## src/rtl/debounce_channel.sv

```systemverilog
// debounce_channel
//   One debouncer lane: two-flop synchroniser, a stability counter and the
//   registered output level. The output follows the synchronised input only
//   after the input has differed from it for STABLE_CYCLES consecutive clocks.
//
// Ports
//   rst           async active-low reset
//   clk           clock
//   signal_input  raw asynchronous level
//   signal_output debounced, clk-synchronous level
//   busy          1 while a candidate change is being qualified (cnt != 0)
module debounce_channel #(
    parameter int STABLE_CYCLES = 16
) (
    input  logic rst,
    input  logic clk,
    input  logic signal_input,
    output logic signal_output,
    output logic busy
);

    localparam int CNT_WIDTH = (STABLE_CYCLES > 1) ? $clog2(STABLE_CYCLES) : 1;
    localparam logic [CNT_WIDTH-1:0] CNT_MAX = CNT_WIDTH'(STABLE_CYCLES - 1);

    logic                 sync0;
    logic                 sync1;
    logic [CNT_WIDTH-1:0] cnt;

    always_ff @(posedge clk or negedge rst) begin
        if (!rst) begin
            sync0         <= 1'b0;
            sync1         <= 1'b0;
            cnt           <= '0;
            signal_output <= 1'b0;
        end else begin
            sync0 <= signal_input;
            sync1 <= sync0;
            // Any return to the current output level discards the candidate,
            // so short pulses never accumulate across separate glitches.
            if (sync1 == signal_output) begin
                cnt <= '0;
            end else if (cnt == CNT_MAX) begin
                signal_output <= sync1;
                cnt           <= '0;
            end else begin
                cnt <= cnt + CNT_WIDTH'(1);
            end
        end
    end

    // Derived from a register only; no path from signal_input.
    assign busy = (cnt != '0);

endmodule

```

## src/rtl/input_debouncer.sv

```systemverilog
// input_debouncer
//   Multi-channel debouncer for front-panel buttons/switches. Each bit is an
//   independent debounce_channel; this level only fans the buses out/in.
//
// Ports
//   rst           async active-low reset
//   clk           clock
//   signal_input  [SIGNAL_NUM] raw asynchronous inputs
//   signal_output [SIGNAL_NUM] debounced levels for the edge detector
//   busy          [SIGNAL_NUM] per-channel qualification in progress
module input_debouncer #(
    parameter int SIGNAL_NUM    = 8,
    parameter int STABLE_CYCLES = 16
) (
    input  logic                  rst,
    input  logic                  clk,
    input  logic [SIGNAL_NUM-1:0] signal_input,
    output logic [SIGNAL_NUM-1:0] signal_output,
    output logic [SIGNAL_NUM-1:0] busy
);

    for (genvar g = 0; g < SIGNAL_NUM; g++) begin : g_ch
        debounce_channel #(
            .STABLE_CYCLES(STABLE_CYCLES)
        ) u_ch (
            .rst          (rst),
            .clk          (clk),
            .signal_input (signal_input[g]),
            .signal_output(signal_output[g]),
            .busy         (busy[g])
        );
    end

endmodule

```

## config.mk

```make
export PLATFORM = sky130hd
export DESIGN_NAME = input_debouncer
export DESIGN_NICKNAME = d
export VERILOG_FILES = /design/src/rtl/debounce_channel.sv /design/src/rtl/input_debouncer.sv
export SDC_FILE = /design/constraint.sdc
export NUM_CORES = 1
export LEC_CHECK = 0
export ABC_AREA = 0
export CORE_ASPECT_RATIO = 1.75
export CORE_MARGIN = 5
export CORE_UTILIZATION = 52
export CTS_BUF_LIST = sky130_fd_sc_hd__clkbuf_16
export DETAILED_ROUTE_END_ITERATION = 10
export GPL_TIMING_DRIVEN = 1
export PLACE_DENSITY = 0.74
export SETUP_SLACK_MARGIN = 0.3
export SYNTH_ARGS = -nofsm -noshare
export SYNTH_HDL_FRONTEND = slang
export SYNTH_HIERARCHICAL = 1
export SYNTH_SLANG_ARGS = --single-unit
```

## constraint.sdc

```tcl
create_clock -name clk -period 1.62 [get_ports clk]
set_input_delay 0.243 -clock clk [delete_from_list [all_inputs] [get_ports clk]]
set_output_delay 0.243 -clock clk [all_outputs]
set_load 0.01 [all_outputs]
```

======== Yosys cells after proc, flatten, opt, wreduce, memory -nomap -nowiden ========
Index checks and enable logic that the tools add are counted.
W data, S select, Z words.
word-level totals
  flip-flop bits (word level) ............. 56
  latch bits .............................. 0
  memory bits (writable) .................. 0
  ROM bits ................................ 0
  bits of input ports ..................... 10
  output and inout port bits .............. 16
  word-level logic and storage cells ...... 96
  memories kept ........................... 0
cells by class
  add/subtract/negate cells ............... 8
  $mul .................................... 0
  div/mod/pow operators ................... 0
  magnitude comparators ................... 0
  equal/unequal tests ..................... 16
  shift-type cells ........................ 0
  multiplexer cells ....................... 16
  bitwise operators ....................... 8
  reduce and logical (&&, ||, !) cells .... 16
operators with widths
  kind                   number
  $mux W4                16
  $add A4 B1 Y4 const B  8
  $eq A4 B4 Y1 const B   8
  $reduce_bool A4 Y1     8
  $reduce_and A2 Y1      8
  $eq A1 B1 Y1           8
  $not A1 Y1             8

======== Logic depth before layout (Yosys ltp) ========
Gate-level depths: netlist of the first run.
  depth in word-level cells ............... 3
  depth in mapped cells ................... 3
  depth with buffers taken out ............ 3

======== By module ========
The synthesis of the first run kept the hierarchy.
by module, submodules not included
  module            instances  cells an instance  area each (um2)  seq. area each (um2)
  debounce_channel  8          23                 297.8            175.2

======== Worst setup path after synthesis of the first run ========
No wires, ideal clock.
  kind .................................... flip-flop to flip-flop
  from .................................... register g_ch[0].u_ch.cnt[0]
  to ...................................... register g_ch[0].u_ch.signal_output
  library setup time ...................... 0.125 ns
  data arrival time ....................... 1.014 ns
  data required time ...................... 1.495 ns
  setup slack ............................. 0.481 ns
  cell stages (with the launch flop) ...... 4
  buffers on the path ..................... 0
  clock period less this slack ............ 1.139 ns
  path through ............................ dfrtp_1 > ha_1 > nand3_2 > mux2_4
between the ends
  longest elaborated chain between the ends .. 2
ends and longest elaborated chain
  item                         RTL line                source
  start, declared              debounce_channel.sv:27  logic [CNT_WIDTH-1:0] cnt;
  start signal, assigned       debounce_channel.sv:46  cnt <= cnt + CNT_WIDTH'(1);
  $eq A4 B4 Y1                 debounce_channel.sv:42  end else if (cnt == CNT_MAX) begin
  $reduce_and A2 Y1 (no line)  -
  end signal, assigned         debounce_channel.sv:43  signal_output <= sync1;
  end, declared                debounce_channel.sv:18  output logic signal_output,
Every way passes these cells.
A chain may end at the register's enable or synchronous reset.

======== Worst setup path in the final report of the first run ========
  from .................................... register g_ch[2].u_ch.cnt[0]
  to ...................................... output port busy[2]
between the ends
  longest elaborated chain between the ends .. 1
ends and longest elaborated chain
  item                    RTL line                source
  start, declared         debounce_channel.sv:27
  start signal, assigned  debounce_channel.sv:46
  $reduce_bool A4 Y1      debounce_channel.sv:52  assign busy = (cnt != '0);
  end, declared           input_debouncer.sv:19   output logic [SIGNAL_NUM-1:0] busy
Every way passes these cells.

==> impl_metrics.env, run 1 <==
export IMPL_status="finished clean"
export IMPL_rrSetupSlack_ps=350
export IMPL_hp_class="reg -> reg"
export IMPL_antenna_found_initial=0
export IMPL_finalCritPeriodShare=0.810
export IMPL_ff2ff_path_depth=4
export IMPL_end_kind="output pin"
export IMPL_setup_slack_ps=308
export IMPL_cts_sinks=56
export IMPL_worst_clock_skew_ps=4.96
export IMPL_total_leakage_power_uw=0.00147
export IMPL_hold_viol_final=0
export IMPL_vdd_drop_max_mv=0.901
export IMPL_min_path_cells=0
export IMPL_layout_common_cells="dfrtp_1, inv_1, xnor2_1, nor2_1, buf_4"
export IMPL_cts_tree="yes"
export IMPL_syn_num_nets=210
export IMPL_synth_compound_area_frac=0.0756
export IMPL_wirelength_mm=4.41
export IMPL_clockBufferDepth=2
export IMPL_r2r_start="g_ch[6].u_ch/cnt[0]$_DFF_PN0_"
export IMPL_grt_pass1_wl_mm=7.58
export IMPL_start_util=0.536
export IMPL_max_freq_mhz=762
export IMPL_place_port_buffers=25
export IMPL_maxSlewViolCount=0
export IMPL_finalNetCount=260
export IMPL_nFillCells=325
export IMPL_netlist_instances=184
export IMPL_tns_ps=0
export IMPL_dp_slack_ps=120
export IMPL_clkPwrFrac=0.385
export IMPL_worstHoldStart="g_ch[2].u_ch/sync0$_DFF_PN0_"
export IMPL_syn_to_final_growth_pct=27.3
export IMPL_rr_endpoint="g_ch[6].u_ch/cnt[3]$_DFF_PN0_"
export IMPL_synth_simple_area_share=0.118
export IMPL_pin_count=26
export IMPL_crit_family="flip-flops"
export IMPL_synth_top_family_by_area="simple AND/OR/NAND/NOR gates"
export IMPL_die_x_um=61.2
export IMPL_maxCapViolations=0
export IMPL_htreeDepth=2
export IMPL_die_h_um=99.5
export IMPL_grt_usage=0.164
export IMPL_dp_hpwl_mm=2.96
export IMPL_path_max_fanout=2
export IMPL_worstMarginPinSlew_ps=595
export IMPL_rsz0062_at_grt="true"
export IMPL_drive_above_1_share=0.285
export IMPL_seqPwrFrac=0.497
export IMPL_overflow=0
export IMPL_power_switching_uw=698
export IMPL_first_pass_iters=4
export IMPL_layout_commonest_cell="dfrtp_1"
export IMPL_synth_cell_types=13
export IMPL_clock_latency_ps=290
export IMPL_crit_path_top_delay_cell="dfrtp_1"
export IMPL_multi_input_area_sq_um=995
export IMPL_synthMuxAreaShare=0.0504
export IMPL_path_buf_inv=2
export IMPL_comb_power_share=0.119
export IMPL_ys_warn_count=6
export IMPL_drc=0
export IMPL_slew_headroom=0.603
export IMPL_min_period_ps=1310
export IMPL_wl_per_cell_um=15.4
export IMPL_drt_iter0_markers=43
export IMPL_die_area_sq_um=6090
export IMPL_antenna_cells=0
export IMPL_worstPathRequired_ps=1380
export IMPL_fin_util=0.682
export IMPL_crit_arrival_ps=1070
export IMPL_yosysSeqAreaShare=0.588
export IMPL_pwr_density_cell_nw_per_um2=1010
export IMPL_dr_total_vias=1511
export IMPL_ant_nets=0
export IMPL_path_cells="inv_1 > ha_1 > nand2_1 > buf_2"
export IMPL_cts_made_buffers=5
export IMPL_synth_fa_ha_area_frac=0.0840
export IMPL_start_kind="flop"
export IMPL_cts_root_buf="clkbuf_16"
export IMPL_p_sw_frac=0.228
export IMPL_whs_endpoint="g_ch[2].u_ch/sync1$_DFF_PN0_"
export IMPL_ys_ff_latch=56
export IMPL_clkSlewWorstSetupHoldPaths_ps=60
export IMPL_core_area_sq_um=4440
export IMPL_grt_pass1_vias=1619
export IMPL_max_stage_delay_ps=360
export IMPL_avgViaCountPerCell=5.28
export IMPL_num_rows=32
export IMPL_netlist_area_sq_um=2380
export IMPL_intPower_uw=2370
export IMPL_regArea_sq_um=1410
export IMPL_grt_max_degree=34
export IMPL_syn_area_per_cell_sq_um=12.9
export IMPL_setup_viol=0
export IMPL_synth_xor_area_frac=0.0588
export IMPL_criticalPathCategory="reg -> out"
export IMPL_gp_congestion=0.692
## metal layers
layer  part of all wire  GRT usage
met5                  0          0
met4             0.0093     0.0484
met3              0.046     0.0416
met2               0.56      0.289
met1               0.38      0.188
## state kept, by name, indices dropped and copies added, names as in the netlist
signal,cells
g_ch.u_ch/cnt,32
g_ch.u_ch/signal_output,8
g_ch.u_ch/sync0,8
g_ch.u_ch/sync1,8
## cell type report
type | count | area share
multi-input combinational | 112 | 0.328
timing repair buffer | 43 | 0.114
inverter | 16 | 0.0198
clock inverter | 3 | 0.0128
sequential | 56 | 0.463
tap | 51 | 0.0210
clock buffer | 5 | 0.0413
## Yosys cell counts (all sizes together)
| cell type | n | area (sq um) |
|---|---|---|
| dfrtp | 56 | 1400 |
| ha | 16 | 200 |
| inv | 16 | 60.1 |
| nor2 | 16 | 60.1 |
| xnor2 | 16 | 140 |
| a21o | 8 | 60.1 |
| a311oi | 8 | 70.1 |
| a31oi | 8 | 50.1 |
| mux2 | 8 | 120 |
| nand2 | 8 | 30.0 |
| nand3 | 8 | 80.1 |
| nor2b | 8 | 50.1 |
| nor3b | 8 | 60.1 |
## worst max path at each step
stage	start	to	slack, ps	depth (start not counted)
final	g_ch[2].u_ch/cnt[0]$_DFF_PN0_	busy[2]	310	4
after global placement	g_ch[5].u_ch/cnt[0]$_DFF_PN0_	busy[5]	150	4
after CTS	g_ch[5].u_ch/cnt[0]$_DFF_PN0_	busy[5]	140	4
after floorplan	g_ch[0].u_ch/cnt[0]$_DFF_PN0_	g_ch[0].u_ch/signal_output$_DFFE_PN0P_	480	3
after global routing	g_ch[5].u_ch/cnt[0]$_DFF_PN0_	busy[5]	240	4
after detailed placement	g_ch[5].u_ch/cnt[0]$_DFF_PN0_	busy[5]	120	4
## what timing repair did
item                                    in CTS  in global routing
endpoints found under the setup margin      16                 24
hold endpoints to repair                    23                  0
resized for setup                           37                 22
pin swaps                                    0                  5
hold buffers                                 1                  0
setup buffers                               16                  0
## metrics by stage
step	power [uW]	hold slack (ps)	cell area, sq um	instances
2_1_floorplan	1710	-52.6	2380	184
6_report	3060	347	3030	286
3_3_place_gp	1850	267	2710	261
3_5_place_dp	1870	279	2710	261
5_1_grt	3200	355	3030	286
4_1_cts	3090	349	2960	286
## logic make-up (layout without fill, tap and decap cells)
| kind of cell | count (synthesis) | count (layout) |
|---|---|---|
| AOI/OAI and AO/OA | 24 | 24 |
| adders and majority gates | 16 | 16 |
| and+or+nand+nor | 48 | 48 |
| muxes | 8 | 8 |
| buffers and inverters | 16 | 67 |
| DFF | 56 | 56 |
| xor gates and xnor gates | 16 | 16 |
## power by group through the flow
stage                     sequential (uW)  combinational [uW]  clock (uW)
after detailed placement             1570                 305           0
after global routing                 1530                 405        1270
final                                1520                 363        1180
after CTS                            1520                 356        1210
after global placement               1560                 288           0
after floorplan                      1550                 159           0
## worst register-to-register path, delay by kind of cell (launching register included)
kind / cells / cell delay [ps]
AO/OA/AOI/OAI: 2 / 430
adder cells (fa/ha/maj): 1 / 210
buffers and inverters: 1 / 150
flip-flops: 1 / 390
Note: power is estimated with default switching activity, not from simulation.
==> run 2, diff against run 1 <==
- clock period: 1.62 -> 1.36 ns (I/O delays scaled with it)
==> run 2 against run 1 <==
Effect of this change:
- total power is 27% higher
- clock skew increased by 1.6 ps
- clock power grew 20%
- wire length increased by 29%
- die area did not move
- setup slack got worse by 270 ps
- sequential power is 19% higher
- sequential cell count stayed put
- clock-buffer cell count is the same
- cell count rose by 12%
- hold slack got worse by 2.0 ps
- sequential share of layout area shrank 7.9 points
- critical path type unchanged
==> impl_metrics.env, run 2 (synthesized netlist as in run 1, its figures left out) <==
export IMPL_status="finished clean"
export IMPL_end_kind="output pin"
export IMPL_finalNetCount=295
export IMPL_pwr_density_cell_nw_per_um2=1070
export IMPL_antenna_cells=0
export IMPL_ant_nets=0
export IMPL_p_sw_frac=0.240
export IMPL_grt_max_degree=57
export IMPL_max_freq_mhz=758
export IMPL_worst_clock_skew_ps=6.55
export IMPL_largest_register_ff_count=32
export IMPL_antenna_found_initial=0
export IMPL_overflow=0
export IMPL_clock_latency_ps=290
export IMPL_path_max_fanout=2
export IMPL_min_period_ps=1320
export IMPL_wirelength_mm=5.70
export IMPL_seqPwrFrac=0.465
export IMPL_clkPwrFrac=0.364
export IMPL_nFillCells=217
export IMPL_layout_common_cells="dfrtp_1, buf_4, buf_6, buf_2"
export IMPL_vdd_drop_max_mv=1.60
export IMPL_total_power_uw=3890
export IMPL_setup_slack_ps=41.4
export IMPL_start_kind="flop"
export IMPL_criticalPathCategory="reg -> out"
export IMPL_slew_headroom=0.800
export IMPL_grt_pass1_vias=1894
export IMPL_start_util=0.536
export IMPL_grt_usage=0.186
export IMPL_tns_ps=0
export IMPL_maxCapViolations=0
export IMPL_worstPathRequired_ps=1160
export IMPL_hold_viol_final=0
export IMPL_clockBufferDepth=2
export IMPL_rsz0062_at_grt="true"
export IMPL_first_pass_iters=4
export IMPL_hp_class="in -> reg"
export IMPL_cts_made_buffers=5
export IMPL_layout_commonest_cell="dfrtp_1"
export IMPL_die_x_um=61.2
export IMPL_num_rows=32
export IMPL_cts_tree="yes"
export IMPL_pin_count=26
export IMPL_worstMarginPinSlew_ps=298
export IMPL_crit_arrival_ps=1110
export IMPL_gp_congestion=0.728
export IMPL_dp_slack_ps=-40.1
export IMPL_largest_register="g_ch.u_ch/cnt"
export IMPL_cts_root_buf="clkbuf_16"
export IMPL_drt_iter0_markers=47
export IMPL_place_port_buffers=25
export IMPL_dr_total_vias=1738
export IMPL_placedCellCount=284
export IMPL_htreeDepth=2
export IMPL_power_switching_uw=934
export IMPL_drc=0
export IMPL_maxSlewViolCount=0
export IMPL_grt_pass1_wl_mm=8.55
export IMPL_whs_ps=345
export IMPL_core_area_sq_um=4440
export IMPL_intPower_uw=2950
export IMPL_wl_per_cell_um=17.7
export IMPL_syn_to_final_growth_pct=53.1
export IMPL_clkSlewWorstSetupHoldPaths_ps=70
export IMPL_dp_hpwl_mm=3.08
export IMPL_setup_viol=0
export IMPL_drive_above_1_share=0.511
export IMPL_die_area_sq_um=6090
export IMPL_finalCritPeriodShare=0.970
export IMPL_avgViaCountPerCell=5.41
export IMPL_total_leakage_power_uw=0.00173
export IMPL_fin_cells=321
export IMPL_cts_sinks=56
export IMPL_die_h_um=99.5
export IMPL_comb_power_share=0.170
## run 2: layout make-up
cell class | count | area, sq um | share of cell area
multi-input cells | 112 | 1310 | 0.360
repair buffers | 78 | 644 | 0.177
clock inverters | 3 | 38.8 | 0.0106
well taps | 51 | 63.8 | 0.0175
clock buffers | 5 | 125 | 0.0343
flip-flops and latches | 56 | 1400 | 0.384
inverters | 16 | 60.1 | 0.0165
## run 2: path summary, 6_finish.rpt
path	from	to	slack, ps	cells past startpoint
worst max-delay path	g_ch[2].u_ch/cnt[1]$_DFF_PN0_	busy[2]	40	4
worst min-delay path	signal_input[1]	g_ch[1].u_ch/sync0$_DFF_PN0_	350	1
worst max register to register	g_ch[2].u_ch/cnt[0]$_DFF_PN0_	g_ch[2].u_ch/signal_output$_DFFE_PN0P_	70	5
worst min register to register	g_ch[3].u_ch/sync0$_DFF_PN0_	g_ch[3].u_ch/sync1$_DFF_PN0_	350	0
max in group asynchronous	rst	g_ch[3].u_ch/cnt[3]$_DFF_PN0_	660	3
min in group asynchronous	rst	g_ch[7].u_ch/cnt[1]$_DFF_PN0_	440	3
## run 2: per-layer routing
metal  wire length (um)  global-route usage  vias up  share of wire
met3                213              0.0377       11          0.037
met1               1990               0.190      886           0.35
met4                144              0.0701        0          0.025
met5                  0                   0        -              0
li1                   -                   -      794              -
met2               3350               0.347       47           0.59
## run 2: worst max-delay path, cell delays in order (launching register included)
cell and delay [ps]:
dfrtp_1 400, inv_1 80, ha_1 150, nand2_1 60, buf_2 140
## run 2: power by group through the flow
stage | combinational, uW | clock [uW] | sequential [uW]
5_1_grt | 720 | 1510 | 1820
3_5_place_dp | 493 | 0 | 1820
2_1_floorplan | 193 | 0 | 1850
3_3_place_gp | 462 | 0 | 1820
6_report | 663 | 1420 | 1810
4_1_cts | 593 | 1430 | 1800
## run 2: through the flow
step                      utilization  area (sq um)
after floorplan                     -          2400
after global placement          0.653          2900
after detailed placement        0.653          2900
after CTS                       0.777          3450
after global routing            0.821          3650
final                           0.821          3650
## run 2: timing repair
action,in CTS,in global routing
pin swaps,11,14
hold endpoints to repair,56,0
buffers inserted,25,3
setup endpoints to repair,44,43
hold buffers,1,0
resized for setup,107,30
==> run 3, diff against run 2 <==
- clock period: 1.36 -> 1.6 ns (I/O delays scaled with it)
==> run 3 against run 2 <==
Effect of this change:
- cell count fell by 11%
- clock-buffer cell count did not move
- via count down 13%
- setup slack gained 250 ps
- clock skew is 1.6 ps lower
- total power decreased by 20%
- global-route usage down 2.2 points
- clock power shrank 16%
- first-iteration DRC count fell by 8.5%
- cell area down 16%
- critical path type unchanged
- critical endpoint unchanged
- highest routed layer unchanged
==> impl_metrics.env, run 3 (synthesized netlist as in run 1, its figures left out) <==
export IMPL_dp_hpwl_mm=2.96
export IMPL_status="finished clean"
export IMPL_hp_class="reg -> reg"
export IMPL_path_max_fanout=2
export IMPL_worst_clock_skew_ps=4.96
export IMPL_setup_viol=0
export IMPL_drt_iter0_markers=43
export IMPL_cts_made_buffers=5
export IMPL_layout_common_cells="dfrtp_1, inv_1, xnor2_1, nor2_1, buf_4"
export IMPL_crit_family="flip-flops"
export IMPL_crit_arrival_ps=1070
export IMPL_clock_latency_ps=290
export IMPL_worstMarginPinSlew_ps=595
export IMPL_grt_pass1_wl_mm=7.58
export IMPL_die_h_um=99.5
export IMPL_rsz0062_at_grt="true"
export IMPL_min_period_ps=1310
export IMPL_dr_total_vias=1511
export IMPL_clockBufferDepth=2
export IMPL_slew_headroom=0.603
export IMPL_place_port_buffers=25
export IMPL_grt_met2_usage=0.289
export IMPL_start_util=0.536
export IMPL_avgViaCountPerCell=5.28
export IMPL_maxCapViolations=0
export IMPL_criticalPathCategory="reg -> out"
export IMPL_tns_ps=0
export IMPL_crit_path_top_delay_cell="dfrtp_1"
export IMPL_start_kind="flop"
export IMPL_clkSlewWorstSetupHoldPaths_ps=60
export IMPL_max_freq_mhz=764
export IMPL_wl_per_cell_um=15.5
export IMPL_die_area_sq_um=6090
export IMPL_finalNetCount=260
export IMPL_layout_commonest_cell="dfrtp_1"
export IMPL_cts_sinks=56
export IMPL_nFillCells=323
export IMPL_grtUsageMet1=0.188
export IMPL_met3_usage=0.0416
export IMPL_pwr_density_cell_nw_per_um2=1020
export IMPL_core_area_sq_um=4440
export IMPL_largest_register="g_ch.u_ch/cnt"
export IMPL_fin_util=0.687
export IMPL_num_rows=32
export IMPL_path_buf_inv=2
export IMPL_grt_pass1_vias=1616
export IMPL_largest_register_ff_count=32
export IMPL_maxSlewViolCount=0
export IMPL_antenna_cells=0
export IMPL_total_leakage_power_uw=0.00147
export IMPL_worstPathRequired_ps=1360
export IMPL_wirelength_mm=4.43
export IMPL_gr_max_usage_layer="met2"
export IMPL_vdd_drop_max_mv=0.912
export IMPL_max_stage_delay_ps=360
export IMPL_drc=0
export IMPL_hold_viol_final=0
export IMPL_pin_count=26
export IMPL_whs_ps=347
export IMPL_path_cells="inv_1 > ha_1 > nand2_1 > buf_2"
export IMPL_cts_tree="yes"
export IMPL_finalCritPeriodShare=0.818
export IMPL_first_pass_iters=4
export IMPL_grt_max_degree=34
export IMPL_cts_root_buf="clkbuf_16"
export IMPL_overflow=0
export IMPL_antenna_found_initial=0
export IMPL_grt_usage=0.164
export IMPL_syn_to_final_growth_pct=28.2
export IMPL_drive_above_1_share=0.285
export IMPL_end_kind="output pin"
export IMPL_gp_congestion=0.692
export IMPL_die_x_um=61.2
export IMPL_ant_nets=0
export IMPL_htreeDepth=2
run 3: layout make-up:
type                       instances  area, sq um  area share
clock buffer                       5          125      0.0410
multi-input combinational        112         1010       0.332
clock inverter                     3         38.8      0.0127
sequential                        56         1410       0.460
timing repair buffer              43          345       0.113
tap                               51         63.8      0.0209
inverter                          16         60.1      0.0197
run 3: timing repair:
| action | in CTS | in global routing |
|---|---|---|
| hold buffers | 1 | 0 |
| setup endpoints to repair | 17 | 22 |
| buffers inserted | 16 | 0 |
| endpoints found under the hold margin | 23 | 0 |
| resized for setup | 39 | 22 |
| pin swaps | 1 | 4 |
run 3: path summary, 6_finish.rpt:
kind | startpoint | to | slack, ps | depth (start not counted)
max reg2reg | g_ch[2].u_ch/cnt[0]$_DFF_PN0_ | g_ch[2].u_ch/signal_output$_DFFE_PN0P_ | 340 | 4
min in group asynchronous | rst | g_ch[6].u_ch/cnt[1]$_DFF_PN0_ | 480 | 2
min reg2reg | g_ch[2].u_ch/sync0$_DFF_PN0_ | g_ch[2].u_ch/sync1$_DFF_PN0_ | 350 | 0
min | g_ch[2].u_ch/sync0$_DFF_PN0_ | g_ch[2].u_ch/sync1$_DFF_PN0_ | 350 | 0
max | g_ch[2].u_ch/cnt[0]$_DFF_PN0_ | busy[2] | 290 | 4
max in group asynchronous | rst | g_ch[3].u_ch/cnt[2]$_DFF_PN0_ | 530 | 3
run 3: routing by layer:
layer  vias to the layer above  part of all wire
met1                       755              0.38
met2                        28              0.56
li1                        724                 -
met4                         0            0.0093
met3                         4             0.046
met5                         -                 0
run 3: worst register-to-register path: stages (launching register included):
cell     delay, ps
dfrtp_1        390
buf_4          160
ha_2           210
nand3_2        100
mux2_4         300
run 3: through the flow:
step                      std cells  setup slack [ps]  total power (uW)  instance area, sq um
final                           286               291              3110                  3050
after global routing            286               228              3250                  3050
after CTS                       286               127              3130                  2970
after detailed placement        261               103              1890                  2710
after global placement          261               132              1870                  2710
after floorplan                 184               461              1730                  2380
run 3: power by group:
part / switching (uW) / internal (uW)
clock: 464 / 730
combinational: 192 / 183
sequential: 55.2 / 1490
total: 711 / 2400
